<file path="src/rtl/obstacle_pkg.sv">
`default_nettype none
// ============================================================================
//  Module      : obstacle_pkg
//  Description : Shared types and constants for the Dino Run obstacle field:
//                obstacle type encoding, per-type geometry, spawner states.
//  Revision    : 1.0 - initial release
// ============================================================================
package obstacle_pkg;

    typedef enum logic [1:0] {
        CACTUS    = 2'd0,
        PTER_HIGH = 2'd1,
        PTER_LOW  = 2'd2
    } obs_type_t;

    typedef enum logic [1:0] {
        ST_GAP   = 2'd0,
        ST_DELAY = 2'd1,
        ST_SPAWN = 2'd2
    } spawn_state_t;

    localparam logic [7:0]  c_CACTUS_HEIGHT = 8'd80;
    localparam logic [7:0]  c_CACTUS_WIDTH  = 8'd30;
    localparam logic [7:0]  c_PTER_HEIGHT   = 8'd30;
    localparam logic [7:0]  c_PTER_WIDTH    = 8'd60;
    localparam int unsigned c_CACTUS_V      = 360;
    localparam int unsigned c_PTER_HIGH_V   = 375;
    localparam int unsigned c_PTER_LOW_V    = 405;

    // Reset geometry matches a high pterodactyl parked off-screen.
    localparam int unsigned c_RESET_V       = c_PTER_HIGH_V;
    localparam logic [7:0]  c_RESET_HEIGHT  = c_PTER_HEIGHT;
    localparam logic [7:0]  c_RESET_WIDTH   = c_PTER_WIDTH;

    function automatic obs_type_t type_from_rand(input logic [7:0] r);
        logic [7:0] m;
        m = r % 8'd3;
        return obs_type_t'(m[1:0]);
    endfunction

    function automatic logic [7:0] type_height(input obs_type_t t);
        return (t == CACTUS) ? c_CACTUS_HEIGHT : c_PTER_HEIGHT;
    endfunction

    function automatic logic [7:0] type_width(input obs_type_t t);
        return (t == CACTUS) ? c_CACTUS_WIDTH : c_PTER_WIDTH;
    endfunction

    function automatic int unsigned type_v(input obs_type_t t);
        case (t)
            CACTUS:    return c_CACTUS_V;
            PTER_HIGH: return c_PTER_HIGH_V;
            default:   return c_PTER_LOW_V;
        endcase
    endfunction

endpackage
`default_nettype wire

</file>
<file path="src/rtl/obstacle_field_slot.sv">
`default_nettype none
// ============================================================================
//  Module      : obstacle_slot
//  Description : One obstacle slot. Holds position and geometry, loads a new
//                obstacle at the right edge, scrolls left on each advance and
//                retires without unsigned underflow.
//  Ports       : clk, rst_n          - clock, async active-low reset
//                i_advance           - frame advance (step & enable)
//                i_load              - spawn into this slot (only while idle)
//                i_load_height/width/v - geometry of the spawned obstacle
//                i_hvel              - current scroll speed
//                o_active/h/v/height/width - registered slot state
//                o_retire            - this slot retires on this advance
//  Revision    : 1.0 - initial release
// ============================================================================
module obstacle_slot
    import obstacle_pkg::*;
#(
    parameter int H_W      = 10,
    parameter int SCREEN_W = 640
) (
    input  logic           clk,
    input  logic           rst_n,
    input  logic           i_advance,
    input  logic           i_load,
    input  logic [7:0]     i_load_height,
    input  logic [7:0]     i_load_width,
    input  logic [H_W-1:0] i_load_v,
    input  logic [5:0]     i_hvel,
    output logic           o_active,
    output logic [H_W-1:0] o_h,
    output logic [H_W-1:0] o_v,
    output logic [7:0]     o_height,
    output logic [7:0]     o_width,
    output logic           o_retire
);

    logic           r_active;
    logic [H_W-1:0] r_h;
    logic [H_W-1:0] r_v;
    logic [7:0]     r_height;
    logic [7:0]     r_width;

    // Retire when the next step would reach or pass x=0, so h never wraps.
    assign o_retire = i_advance & r_active & (r_h <= {{(H_W-6){1'b0}}, i_hvel});

    always_ff @(posedge clk or negedge rst_n) begin
        if (!rst_n) begin
            r_active <= 1'b0;
            r_h      <= H_W'(SCREEN_W + 60);
            r_v      <= H_W'(c_RESET_V);
            r_height <= c_RESET_HEIGHT;
            r_width  <= c_RESET_WIDTH;
        end else if (i_load) begin
            r_active <= 1'b1;
            r_h      <= H_W'(SCREEN_W) + H_W'(i_load_width);
            r_v      <= i_load_v;
            r_height <= i_load_height;
            r_width  <= i_load_width;
        end else if (i_advance && r_active) begin
            if (o_retire) begin
                r_active <= 1'b0;
                r_h      <= H_W'(SCREEN_W) + H_W'(r_width);
            end else begin
                r_h <= r_h - {{(H_W-6){1'b0}}, i_hvel};
            end
        end
    end

    assign o_active = r_active;
    assign o_h      = r_h;
    assign o_v      = r_v;
    assign o_height = r_height;
    assign o_width  = r_width;

endmodule
`default_nettype wire

</file>
<file path="src/rtl/obstacle_field.sv">
`default_nettype none
// ============================================================================
//  Module      : obstacle_field
//  Description : Multi-slot obstacle manager. A spawner FSM waits for the
//                newest obstacle to clear the spawn gap, waits a random delay,
//                then loads the lowest free slot. Slots scroll left each
//                advance and raise a registered retire pulse when they leave.
//  Ports       : clk, rst_n          - clock, async active-low reset
//                step, enable        - state advances on step & enable
//                rand_num            - free-running random source
//                obstacle_active/h/v/height/width - packed per-slot outputs
//                obstacle_hvel       - shared scroll speed
//                retire_pulse        - one cycle after any slot retired
//  Options     : OBSTACLE_SPEEDUP_EN - speed ramps +1 every SPEEDUP_PERIOD
//                retire events, saturating at MAX_HVEL
//  Revision    : 1.0 - initial release
// ============================================================================
module obstacle_field
    import obstacle_pkg::*;
#(
    parameter int NUM_SLOTS      = 2,
    parameter int H_W            = 10,
    parameter int SCREEN_W       = 640,
    parameter int SPAWN_GAP      = 320,
    parameter int MAX_DELAY      = 20,
    parameter int INIT_HVEL      = 5,
    parameter int MAX_HVEL       = 15,
    parameter int SPEEDUP_PERIOD = 8
) (
    input  logic                     clk,
    input  logic                     rst_n,
    input  logic                     step,
    input  logic                     enable,
    input  logic [7:0]               rand_num,
    output logic [NUM_SLOTS-1:0]     obstacle_active,
    output logic [NUM_SLOTS*H_W-1:0] obstacle_h,
    output logic [NUM_SLOTS*H_W-1:0] obstacle_v,
    output logic [NUM_SLOTS*8-1:0]   obstacle_height,
    output logic [NUM_SLOTS*8-1:0]   obstacle_width,
    output logic [5:0]               obstacle_hvel,
    output logic                     retire_pulse
);

    localparam int c_SLOT_W = (NUM_SLOTS > 1) ? $clog2(NUM_SLOTS) : 1;
    localparam int c_DLY_W  = (MAX_DELAY > 0) ? $clog2(MAX_DELAY + 1) : 1;

    if ((NUM_SLOTS < 1) || (NUM_SLOTS > 8) || (SCREEN_W + 60 >= 2**H_W) ||
        (MAX_HVEL > 63) || (INIT_HVEL > MAX_HVEL) || (SPEEDUP_PERIOD < 1) ||
        (H_W < 6)) begin : g_bad_params
        $error("obstacle_field: illegal parameter combination");
    end

    logic                w_advance;
    spawn_state_t        r_state, w_state_next;
    logic [c_DLY_W-1:0]  r_delay, w_delay_next;
    logic [c_DLY_W-1:0]  r_count, w_count_next;
    logic [c_SLOT_W-1:0] r_last_slot, w_last_next;
    logic [NUM_SLOTS-1:0] w_load;
    logic [NUM_SLOTS-1:0] w_retire;
    logic                w_any_retire;
    logic                w_free_found;
    logic [c_SLOT_W-1:0] w_free_idx;
    logic [H_W-1:0]      w_slot_h [NUM_SLOTS];
    logic [H_W-1:0]      w_h_last;
    int unsigned         w_rand_mod;
    obs_type_t           w_spawn_type;
    logic                r_retire_pulse;
    logic [5:0]          r_hvel;

    assign w_advance    = step & enable;
    assign w_any_retire = |w_retire;
    assign w_spawn_type = type_from_rand(rand_num);
    assign w_rand_mod   = 32'(rand_num) % (MAX_DELAY + 1);
    assign w_h_last     = w_slot_h[r_last_slot];

    // ------------------------------------------------------------------
    // Slot array
    // ------------------------------------------------------------------
    for (genvar i = 0; i < NUM_SLOTS; i++) begin : g_slot
        obstacle_slot #(
            .H_W      (H_W),
            .SCREEN_W (SCREEN_W)
        ) u_slot (
            .clk           (clk),
            .rst_n         (rst_n),
            .i_advance     (w_advance),
            .i_load        (w_load[i]),
            .i_load_height (type_height(w_spawn_type)),
            .i_load_width  (type_width(w_spawn_type)),
            .i_load_v      (H_W'(type_v(w_spawn_type))),
            .i_hvel        (r_hvel),
            .o_active      (obstacle_active[i]),
            .o_h           (obstacle_h[i*H_W +: H_W]),
            .o_v           (obstacle_v[i*H_W +: H_W]),
            .o_height      (obstacle_height[i*8 +: 8]),
            .o_width       (obstacle_width[i*8 +: 8]),
            .o_retire      (w_retire[i])
        );
        assign w_slot_h[i] = obstacle_h[i*H_W +: H_W];
    end

    // Lowest-index idle slot, judged on registered state: a slot retiring
    // on this advance only becomes spawnable on the next one.
    always_comb begin
        w_free_found = 1'b0;
        w_free_idx   = '0;
        for (int i = NUM_SLOTS - 1; i >= 0; i--) begin
            if (!obstacle_active[i]) begin
                w_free_found = 1'b1;
                w_free_idx   = c_SLOT_W'(i);
            end
        end
    end

    // ------------------------------------------------------------------
    // Spawner FSM
    // ------------------------------------------------------------------
    always_ff @(posedge clk or negedge rst_n) begin
        if (!rst_n) begin
            r_state     <= ST_GAP;
            r_delay     <= '0;
            r_count     <= '0;
            r_last_slot <= '0;
        end else begin
            r_state     <= w_state_next;
            r_delay     <= w_delay_next;
            r_count     <= w_count_next;
            r_last_slot <= w_last_next;
        end
    end

    always_comb begin
        w_state_next = r_state;
        w_delay_next = r_delay;
        w_count_next = r_count;
        w_last_next  = r_last_slot;
        w_load       = '0;
        if (w_advance) begin
            case (r_state)
                ST_GAP: begin
                    if (!(|obstacle_active) || (w_h_last <= H_W'(SPAWN_GAP))) begin
                        w_delay_next = c_DLY_W'(w_rand_mod);
                        w_count_next = '0;
                        w_state_next = ST_DELAY;
                    end
                end
                ST_DELAY: begin
                    if (r_count == r_delay) begin
                        w_state_next = ST_SPAWN;
                    end else begin
                        w_count_next = r_count + c_DLY_W'(1);
                    end
                end
                ST_SPAWN: begin
                    // With every slot busy the FSM simply waits here.
                    if (w_free_found) begin
                        w_load[w_free_idx] = 1'b1;
                        w_last_next        = w_free_idx;
                        w_state_next       = ST_GAP;
                    end
                end
                default: w_state_next = ST_GAP;
            endcase
        end
    end

    // ------------------------------------------------------------------
    // Retire pulse and scroll speed
    // ------------------------------------------------------------------
    always_ff @(posedge clk or negedge rst_n) begin
        if (!rst_n) begin
            r_retire_pulse <= 1'b0;
        end else begin
            r_retire_pulse <= w_any_retire;
        end
    end

`ifdef OBSTACLE_SPEEDUP_EN
    localparam int c_RCNT_W = (SPEEDUP_PERIOD > 1) ? $clog2(SPEEDUP_PERIOD) : 1;
    logic [c_RCNT_W-1:0] r_retire_cnt;

    // Simultaneous retirements count as a single event.
    always_ff @(posedge clk or negedge rst_n) begin
        if (!rst_n) begin
            r_retire_cnt <= '0;
            r_hvel       <= 6'(INIT_HVEL);
        end else if (w_any_retire) begin
            if (r_retire_cnt == c_RCNT_W'(SPEEDUP_PERIOD - 1)) begin
                r_retire_cnt <= '0;
                if (r_hvel < 6'(MAX_HVEL)) begin
                    r_hvel <= r_hvel + 6'd1;
                end
            end else begin
                r_retire_cnt <= r_retire_cnt + c_RCNT_W'(1);
            end
        end
    end
`else
    assign r_hvel = 6'(INIT_HVEL);
`endif

    assign obstacle_hvel = r_hvel;
    assign retire_pulse  = r_retire_pulse;

endmodule
`default_nettype wire

</file>
<file path="config.mk">
export PLATFORM = sky130hd
export DESIGN_NAME = obstacle_field
export DESIGN_NICKNAME = d
export VERILOG_FILES = /design/src/rtl/obstacle_pkg.sv /design/src/rtl/obstacle_field_slot.sv /design/src/rtl/obstacle_field.sv
export SDC_FILE = /design/constraint.sdc
export NUM_CORES = 1
export LEC_CHECK = 0
export BUFFER_PORTS_ARGS = -buffer_cell sky130_fd_sc_hd__buf_4
export CELL_PAD_IN_SITES_DETAIL_PLACEMENT = 1
export CELL_PAD_IN_SITES_GLOBAL_PLACEMENT = 2
export CORE_UTILIZATION = 35
export DETAILED_ROUTE_END_ITERATION = 8
export HOLD_SLACK_MARGIN = 0.06
export PLACE_DENSITY_LB_ADDON = 0.1
export RECOVER_POWER = 25
export SETUP_SLACK_MARGIN = 0.4
export SYNTH_ARGS = -nofsm -noshare
export SYNTH_HDL_FRONTEND = slang
export SYNTH_SLANG_ARGS = --single-unit
</file>
<file path="constraint.sdc">
create_clock -name clk -period 6.59 [get_ports clk]
set_input_delay 1.318 -clock clk [delete_from_list [all_inputs] [get_ports clk]]
set_output_delay 1.318 -clock clk [all_outputs]
set_load 0.005 [all_outputs]
</file>
# Yosys cells after proc, flatten, opt, wreduce, memory -nomap -nowiden
# Cells that the tools add are included.
# Widths: inputs -> output; s select.
# totals
ff_bits	88
out_inout_bits	81
# classes
add_sub_neg	6
div_mod_pow	2
order_cmp	6
n_eq_ne	8
mux	33
n_bitwise	6
reduce_logical	20
# op_table
cell	count
$mux 10	9
$mod 8x5->32 const B	1
$add 10x8->10 const A	2
$le 10x3->1 const B	2
$sub 10x3->10 const B	2
$pmux 8 s2	1
$mux 2	6
$add 10x6->10 const A	1
$le 10x9->1 const B	1
$mux 1	10
$mux 5	2
$pmux 5 s2	1
$reduce_bool 2->1	5
$mod 8x2->8 const B	1
$ne 2x2->1 const B	4
$reduce_and 4->1	2
$mux 7	1
$mux 6	1
$pmux 2 s3	1
$reduce_and 3->1	2
$add 5x1->5 const B	1
$and 1x1->1	5
$eq 5x5->1	1
$eq 2x1->1 const B	2
other kinds (12)	17

# Longest topological paths before layout
# depth
depth_word	11
ltp_mapped	28

# By module
# Synthesis repeated with hierarchy kept, for this count alone.
# hier_totals
hier_cells	633
hier_area_um2	6044.5
# modules_own_cells
mod	instances	cells_each	area_each_um2	seq_area_each_um2
obstacle_slot	2	171	1925.6	952.2
obstacle_field	1	291	2193.4	350.3

# Worst setup path before layout
# Ideal clock, no wire load.
# synth_path
path_type	input to register
startpoint	input port rand_num[4]
endpoint	register r_delay[2]
arrival_ns	7.180
path_slack_ns	-0.710
stages	28
n_path_buf	2
path_cell_list	buf_2 buf_1 inv_1 ha_1 o21a_1 or2_2 ha_1 nand3b_1 o211ai_1 nand3_1 o21ai_0 a22oi_1 ha_1 nand4_1 a31oi_1 a2111o_1 or3_1 nand2_1 ha_1 nand2b_1 nand2_1 a21o_1 and3_1 or4_1 o211ai_2 nor2_2 or3_1 a31o_1
# synth_between
elab_chain_len	1
# synth_lines
element	line	text
start, declared	obstacle_field.sv:34	input logic [7:0] rand_num,
$mod 8x5->32	obstacle_field.sv:73	assign w_rand_mod = 32'(rand_num) % (MAX_DELAY + 1);
end signal, assigned	obstacle_field.sv:126	r_delay <= w_delay_next;
end, declared	obstacle_field.sv:55	logic [c_DLY_W-1:0] r_delay, w_delay_next;
# No other way between the ends.
# A chain may end at the register's enable or synchronous reset.

# Worst setup path in the final report
# Ends and elaborated chain as after synthesis.

==> impl_metrics.ini <==
[floorplanning]
die_y_um = 112
initial_core_util_pct = 36.5
die-area_mm2 = 0.0125
die_w_um = 112
ioPinCount = 93
core_mm2 = 0.0116
rows = 39

[logic_synthesis]
syn_inst = 514
synth-seq-area-share_pct = 27.8
ys_top_cells_by_area = dfrtp_1 (17%), dfstp_2 (11%), buf_4 (9.2%)
ys_ff_latch = 46
syn_avg_cell_area_um2 = 8.22
synth_ff_type = dfrtp_1
syn_area_mm2 = 0.00422
ys_types = 78
yosys.area.top_type = dfrtp_1
yosysWarningCount = 0
ys_async_sr_fraction_pct = 100
synth_top_area_share_pct = 16.6
synth-edff-count = 0

[layout]
fin_util_pct = 44.2
instances_no_fill = 724
final_cell_mix = buf_4 (91), nor2_1 (46), nand2_1 (44), o21ai_0 (32), conb_1 (30)
final_common_cell = buf_4
diodes = 0
num-nets-final = 607
syn2layout_area_growth_pct = 21.1
drive_above_1_share_pct = 30.3

[placement]
post-place-ws_ns = 0.0582
gp_congestion = 0.873
io_buffer_count = 62
dp.cells = 700
place_hpwl_um = 9170

[timing]
max_freq_mhz = 163
drv_slew = 47
rsz0062_at_grt = true
relSlewSlack_pct = -65.3
worst-slew-pin-transition_ns = 2.48
fin_crit_sh_pct = 92.9
hold_viol_final = 0
setup_viol = 0
skew_ns = 0.00785
fin_ws_ns = 0.469
tns_ns = 0
min_period_ns = 6.12
whs_ns = 0.480

[clock_network]
clk_latency_ns = 0.29
cts_made_buffers = 5
clk_pin_slew_ns = 0.07
cts-htree-levels = 2
cts_tree = built
clock-sinks = 46
clockBufferDepth = 2
holdBufCountCts = 0
root_buffer = clkbuf_16

[power_and_ir_drop]
vdd_drop_max_mv = 0.121
p_per_area_mw_per_mm2 = 324
p_leak_nw = 2.24

[setup_path]
start_kind = input port
arrival_ns = 6.30
crit_path_frequent_cell = ha_4
reg2regPathDepth = 7
required_ns = 6.77
critical-path-slowest-cell = or4_4
slowest_delay_ns = 0.52
crit_fanout = 4
critical_path.endpoint_type = register
path_class = in -> reg

[run]
max-cap-violations = 1

[global_routing]
antenna_found_initial = 0
grtUsageTotal_pct = 19.0
grt_pass1_wl_um = 19500
grt_overflow_total = 0
grt_max_degree = 47
grt_pass1_vias = 3972

[min_path]
hold_path_depth = 2
hold_class = reg -> reg

[route]
vias = 3917
wire_per_inst_um = 16.5
drtAntennaViolNets = 0
drc = 9
routed_via_density = 5.41
dr.pass1.iters = 6
totalWireLength_um = 11900
drt-initial-drc-count = 187

[run_status]
violations = design-rule violations, max-capacitance violations, max-slew violations
status = complete, but fails checks
-- layer usage --
metal	track usage [%]	wire [um]	vias to the layer above
li1	-	-	1919
met1	23.9	5440	1919
met2	34.6	6070	68
met3	1.85	286	11
met4	4.68	144	0
met5	0	0	-
-- worst max-delay path: cells and delay by family --
family	cells	cell delay, ns
compound gates	9	1.65
fa+ha+maj	4	0.74
simple gates	12	2.30
buf+inv	3	0.29
-- metrics by stage --
step,total power [mW],instance area (um2)
2_1_floorplan,1.09,4410
3_3_place_gp,1.35,4720
3_5_place_dp,1.37,4720
4_1_cts,1.64,4890
5_1_grt,1.78,5110
6_report,1.66,5110
-- cell usage after synthesis, types with 12 or more instances --
| library cell | n |
|---|---|
| buf_4 | 52 |
| nor2_1 | 47 |
| nand2_1 | 46 |
| o21ai_0 | 34 |
| a21oi_1 | 30 |
| dfrtp_1 | 28 |
| dfstp_2 | 18 |
| inv_1 | 16 |
| ha_1 | 15 |
| nand3_1 | 13 |
| xnor2_1 | 13 |
| nand2b_1 | 12 |
-- timing repair --
action / 4_1_cts / 5_1_grt
buffers inserted: 2 / 14
resized for setup: 1 / 26
cloned: 0 / 0
setup endpoints to repair: 1 / 5
pin swaps: 1 / 18
-- cell families after synthesis --
| logic type | Yosys count | synth area share (%) |
|---|---|---|
| other | 2 | 0.178 |
| XOR/XNOR | 23 | 4.77 |
| flip-flops | 46 | 27.8 |
| buffers and inverters | 80 | 11.9 |
| AO/OA/AOI/OAI | 150 | 24.3 |
| AND/OR/NAND/NOR | 181 | 22.1 |
| adder cells (fa/ha/maj) | 15 | 4.44 |
| multiplexers | 17 | 4.44 |
-- sequential cells by signal (all words and copies together), names as in the netlist --
| name | cells |
|---|---|
| g_slot.u_slot.o_h | 20 |
| g_slot.u_slot.o_v | 7 |
| r_count | 5 |
| r_delay | 5 |
| g_slot.u_slot.o_active | 2 |
| g_slot.u_slot.o_height | 2 |
| r_state | 2 |
| g_slot.u_slot.o_width | 1 |
| r_last_slot | 1 |
| retire_pulse | 1 |
-- power by group --
group / switching, mW / internal, mW / leakage, nW
clock network: 0.110 / 0.150 / 0.0729
registers: 0.150 / 0.434 / 0.547
logic: 0.389 / 0.422 / 1.62
-- worst paths after layout --
| kind | end | from | slack (ns) |
|---|---|---|---|
| min in group asynchronous | g_slot[1].u_slot.o_h[8] | rst_n | 1.79 |
| worst min-delay path | g_slot[1].u_slot.o_v[7] | g_slot[1].u_slot.o_v[7] | 0.48 |
| max in group asynchronous | g_slot[1].u_slot.o_v[7] | rst_n | 3.39 |
| worst max-delay path | r_delay[2] | rand_num[4] | 0.47 |
| worst min register to register | g_slot[1].u_slot.o_v[7] | g_slot[1].u_slot.o_v[7] | 0.48 |
| worst max register to register | g_slot[0].u_slot.o_h[0] | g_slot[0].u_slot.o_h[4] | 3.70 |
-- area by class of cell --
class                      instances  area [um2]
tap                              143         179
sequential                        46        1170
timing repair buffer              94         713
multi-input combinational        416        2830
fill                            1402        6450
inverter                          17        71.3
clock inverter                     2        12.5
clock buffer                       6         139
Note: power is estimated with default switching activity, not from simulation.
